==> config.mk <==
export PLATFORM = sky130hd
export DESIGN_NAME = spm_program_loader
export DESIGN_NICKNAME = d
export VERILOG_FILES = /design/src/rtl/spm_program_loader.sv
export SDC_FILE = /design/constraint.sdc
export NUM_CORES = 1
export LEC_CHECK = 0
export ABC_AREA = 1
export CAP_MARGIN = 20
export CORE_ASPECT_RATIO = 1.75
export CORE_MARGIN = 1
export CORE_UTILIZATION = 50
export DETAILED_ROUTE_END_ITERATION = 12
export PLACE_DENSITY = 0.75
export SETUP_SLACK_MARGIN = 0.2
export SLEW_MARGIN = 0
export SYNTH_ARGS = -nofsm -noshare
export SYNTH_HDL_FRONTEND = slang
export SYNTH_SLANG_ARGS = --single-unit
==> constraint.sdc <==
create_clock -name clk -period 2.5 [get_ports clk]
set_input_delay 0.5 -clock clk [delete_from_list [all_inputs] [get_ports clk]]
set_output_delay 0.5 -clock clk [all_outputs]
set_load 0.005 [all_outputs]
==> src/rtl/spm_program_loader.sv <==
// Byte-stream program loader for the RISC SPM core: unpacks ADDR/LEN/DATA/CSUM frames
// into external memory writes and holds the core in reset until a good checksum.
module spm_program_loader #(
  parameter int word_size = 8,
  parameter int len_size  = 8
) (
  input  logic                 clk,
  input  logic                 rst,
  input  logic                 load_req,
  input  logic [word_size-1:0] in_data,
  input  logic                 in_valid,
  output logic                 in_ready,
  output logic                 ext_write,
  output logic [word_size-1:0] address_bus,
  output logic [word_size-1:0] data_bus,
  output logic                 cpu_rst,
  output logic                 busy,
  output logic                 done,
  output logic                 err
);

  // state   | meaning
  // S_IDLE  | no download; cpu_rst reflects last outcome
  // S_ADDR  | waiting for start address byte
  // S_LEN   | waiting for word count byte (0 = 256)
  // S_DATA  | waiting for next data byte
  // S_WRITE | strobing ext_write for the captured word
  // S_CSUM  | waiting for checksum byte
  localparam logic [2:0] S_IDLE  = 3'd0;
  localparam logic [2:0] S_ADDR  = 3'd1;
  localparam logic [2:0] S_LEN   = 3'd2;
  localparam logic [2:0] S_DATA  = 3'd3;
  localparam logic [2:0] S_WRITE = 3'd4;
  localparam logic [2:0] S_CSUM  = 3'd5;

  localparam logic [len_size:0] REM_ONE = (len_size + 1)'(1);
  localparam logic [len_size:0] REM_MAX = {1'b1, {len_size{1'b0}}};

  logic [2:0]           state_q, state_d;
  logic [word_size-1:0] addr_q, addr_d;
  logic [word_size-1:0] data_q, data_d;
  logic [word_size-1:0] csum_q, csum_d;
  logic [len_size:0]    rem_q, rem_d;
  logic                 ext_write_q, ext_write_d;
  logic                 cpu_rst_q, cpu_rst_d;
  logic                 done_q, done_d;
  logic                 err_q, err_d;
  logic                 xfer;

  assign in_ready = (state_q == S_ADDR) || (state_q == S_LEN) ||
                    (state_q == S_DATA) || (state_q == S_CSUM);
  assign xfer     = in_valid && in_ready;

  always_comb begin
    state_d     = state_q;
    addr_d      = addr_q;
    data_d      = data_q;
    csum_d      = csum_q;
    rem_d       = rem_q;
    ext_write_d = 1'b0;
    cpu_rst_d   = cpu_rst_q;
    done_d      = done_q;
    err_d       = err_q;
    // A restart wins over any byte offered in the same cycle.
    if (load_req) begin
      state_d   = S_ADDR;
      csum_d    = '0;
      done_d    = 1'b0;
      err_d     = 1'b0;
      cpu_rst_d = 1'b0;
    end else begin
      case (state_q)
        S_ADDR: if (xfer) begin
          addr_d  = in_data;
          state_d = S_LEN;
        end
        S_LEN: if (xfer) begin
          rem_d   = (in_data[len_size-1:0] == '0) ? REM_MAX : {1'b0, in_data[len_size-1:0]};
          state_d = S_DATA;
        end
        S_DATA: if (xfer) begin
          data_d      = in_data;
          csum_d      = csum_q ^ in_data;
          ext_write_d = 1'b1;
          state_d     = S_WRITE;
        end
        S_WRITE: begin
          addr_d  = addr_q + word_size'(1);
          rem_d   = rem_q - REM_ONE;
          state_d = (rem_q == REM_ONE) ? S_CSUM : S_DATA;
        end
        S_CSUM: if (xfer) begin
          state_d = S_IDLE;
          if (in_data == csum_q) begin
            done_d    = 1'b1;
            cpu_rst_d = 1'b1;
          end else begin
            err_d     = 1'b1;
            cpu_rst_d = 1'b0;
          end
        end
        S_IDLE:  state_d = S_IDLE;
        default: state_d = S_IDLE;
      endcase
    end
  end

  always_ff @(posedge clk or negedge rst) begin
    if (!rst) begin
      state_q     <= S_IDLE;
      addr_q      <= '0;
      data_q      <= '0;
      csum_q      <= '0;
      rem_q       <= '0;
      ext_write_q <= 1'b0;
      cpu_rst_q   <= 1'b0;
      done_q      <= 1'b0;
      err_q       <= 1'b0;
    end else begin
      state_q     <= state_d;
      addr_q      <= addr_d;
      data_q      <= data_d;
      csum_q      <= csum_d;
      rem_q       <= rem_d;
      ext_write_q <= ext_write_d;
      cpu_rst_q   <= cpu_rst_d;
      done_q      <= done_d;
      err_q       <= err_d;
    end
  end

  assign ext_write   = ext_write_q;
  assign address_bus = addr_q;
  assign data_bus    = data_q;
  assign cpu_rst     = cpu_rst_q;
  assign busy        = (state_q != S_IDLE);
  assign done        = done_q;
  assign err         = err_q;

endmodule

==> key figures <==
Critical path
  • Crit path DAT: 1580 ps
  • Worst-path maximum fanout: 6
  • Startpoint kind of the worst setup timing path: flip-flop
  • Reg2reg end: address_bus[7]$_DFFE_PN0P_
  • Setup slack, reg-to-reg: 830 ps
  • Req. time, crit path: 2000 ps
  • CP max stage delay: 500 ps
  • CP max-delay cell: clkdlybuf4s50_1
  • CP bufs+invs: 2
  • CP dominant cell by count: nand2_1
  • Critical setup path kind: reg2out
  • Sequence of cells on the critical path: inv_2, nand2_1, nand2_1, clkdlybuf4s50_1
  • Crit-path leading delay family: buffers and inverters
  • Reg2Reg Launch Point: state_q[0]$_DFFE_PN0P_
  • Worst setup EP type: output port
  • R2R depth: 7

Synth
  • Syn_area_per_cell: 7.23 sq um
  • Seq/Total Area, Yosys: 44.2%
  • YS warnings: 0
  • Yosys reg bits: 40
  • Synth cell types: 26
  • Synthesized Nets: 328
  • Mapped Area: 2260 sq um
  • Mapped Cells: 313

Clocking
  • Clk_lat worst skew: 290 ps
  • Post-CTS sizing: 0
  • Clock buffer depth: 2
  • CTS hold repair buffers: 0
  • Total number of clock tree sinks: 40
  • Root Buffer: clkbuf_8
  • H-Tree Depth: 2
  • Total clock buffers created by CTS: 5
  • TritonCTS clock tree: built
  • Post-CTS setup buffers: 0
  • Reg clk slew, reported paths: 80 ps

Global routing
  • Largest net degree at the start of global routing: 41
  • Initial antenna violation count: 0
  • First-pass GRT wire length: 9030 microns
  • GRT Overall Usage: 25.1%
  • Number of global-route vias before repair: 2053
  • Grt total ovfl: 0

Layout
  • Final net count: 362
  • Area of the multi-input gates: 1040 sq um
  • Filler cells: 425
  • # diodes: 0
  • Layout Cells excl Fill: 399
  • Layout Area Growth over Synthesis: 19.7%
  • Layout cell share with drive strength beyond 1: 5.46%
  • Storage element area: 1000 sq um

Timing
  • Clock Skew: 3.87 ps
  • Max frequency: 481 MHz
  • RSZ-0062 raised after global routing: false
  • Final slew viol count: 0
  • Period Utilization, post-route: 83.2%
  • Fin crit period: 2080 ps
  • Final setup viols: 0
  • Worst-Margin Slew: 884 ps
  • Final hold violations: 0
  • Setup_tns: 0 ps
  • Slew Limit Headroom: 41.0%

Hold path
  • Worst hold path class: in2async

Drt
  • Pre-antenna DRT Iters: 4
  • Final ANT Viol Nets: 0
  • DR iter-0 viols: 47
  • Total wire length: 5230 microns
  • Avg WL per Cell: 13.1 microns
  • DR vias/cell: 5.37
  • Vias: 2143
  • DRC errors left: 0

Floorplan
  • Chip height: 91.0 microns
  • Die Width: 52.8 microns
  • Starting density of the core: 51.8%
  • Core Region: 4360 sq um
  • Die ar.: 4810 sq um
  • I/O Pins: 34
  • Rows: 32

Power and ir drop
  • Leakage: 1.35 nW
  • Peak supply drop: 0.000697 V
  • Pwr Density: 997 nW/um^2

Run
  • Max-Cap Viols: 0

Run status
  • Outcome: completed

Place
  • IO buf count: 33
  • Dpl hpwl: 3890 microns
  • Placer Congestion: 0.881
  • Placed Cells: 391
-- how the worst max path moves through the flow --
stage                           start                         end  slack (ps)  depth (start not counted)
3_5_place_dp                 load_req  address_bus[7]$_DFFE_PN0P_         440                          6
3_3_place_gp                 load_req       csum_q[4]$_DFFE_PN0P_         460                          4
2_1_floorplan  state_q[0]$_DFFE_PN0P_  address_bus[5]$_DFFE_PN0P_        1240                          7
6_report       state_q[2]$_DFFE_PN0P_                    in_ready         420                          4
4_1_cts        state_q[2]$_DFFE_PN0P_                    in_ready         420                          4
5_1_grt        state_q[2]$_DFFE_PN0P_                    in_ready         330                          4
-- flip-flops by register name, indices dropped and copies added, names as in the netlist --
register	count
data_bus	8
state_q	3
done	1
csum_q	8
rem_q	9
err	1
ext_write	1
address_bus	8
cpu_rst	1
-- power breakdown --
part	leakage, nW	internal, mW	switching (mW)
Clock	0.0552	0.296	0.228
Sequential	0.508	0.870	0.202
Combinational	0.792	0.522	0.580
-- layout by cell type (no fill, tap or decap), types with 3 or more instances in the layout --
master           Yosys  final
a31oi_1              3      3
ha_1                 3      3
nand2_1             96     96
nand3_1             18     18
o21ai_1             12     12
dfrtp_1             40     40
clkbuf_8             0      5
inv_1               44     44
clkdlybuf4s50_1      0     32
nor2_1              33     33
nand4_1              5      5
o22ai_1              8      8
a21oi_1              8      8
o21ai_0             21     21
-- per-layer routing --
metal	vias up	wire length [microns]	track usage, %
met5	-	0	0
li1	1068	-	-
met2	54	2850	44.1
met4	0	110	10.1
met3	9	174	3.52
met1	1012	2090	29.2
-- synthesized netlist by cell type (all sizes together) --
library cell | count | area [sq um]
a21boi | 4 | 37.5
a21oi | 8 | 40.0
a31oi | 3 | 18.8
buf | 6 | 51.3
dfrtp | 40 | 1000
ha | 3 | 37.5
inv | 45 | 169
nand2 | 98 | 373
nand3 | 20 | 110
nand4 | 5 | 31.3
nor2 | 36 | 148
nor3 | 1 | 5.00
o21ai | 34 | 174
o22ai | 8 | 50.1
o31ai | 1 | 7.51
xnor2 | 1 | 8.76
-- cell type report --
| type | count | area share, % |
|---|---|---|
| inverter | 45 | 6.24 |
| clock buffer | 6 | 2.68 |
| timing repair buffer | 33 | 12.0 |
| multi-input combinational | 222 | 38.4 |
| clock inverter | 2 | 1.29 |
| tap | 51 | 2.36 |
| sequential | 40 | 37.0 |
-- stage by stage --
stage / instance area (sq um) / hold slack [ps] / power (mW) / worst slack, ps / util [%]
after floorplan: 2260 / 204 / 1.69 / 1240 / -
after global placement: 2600 / 473 / 2.16 / 464 / 59.6
after detailed placement: 2600 / 477 / 2.18 / 442 / 59.6
after CTS: 2710 / 360 / 2.71 / 418 / 62.0
after global routing: 2710 / 389 / 2.92 / 326 / 62.0
final: 2710 / 325 / 2.70 / 420 / 62.0
-- cell families (layout without fill, tap and decap cells) --
group	after synthesis	after routing	synth area share (%)
buffers and inverters	51	86	9.73
xor gates and xnor gates	1	1	0.387
AOI/OAI and AO/OA	58	58	14.5
and+or+nand+nor	160	160	29.5
DFF	40	40	44.2
adders and majority gates	3	3	1.66
Power figures use the tool's default switching activity.
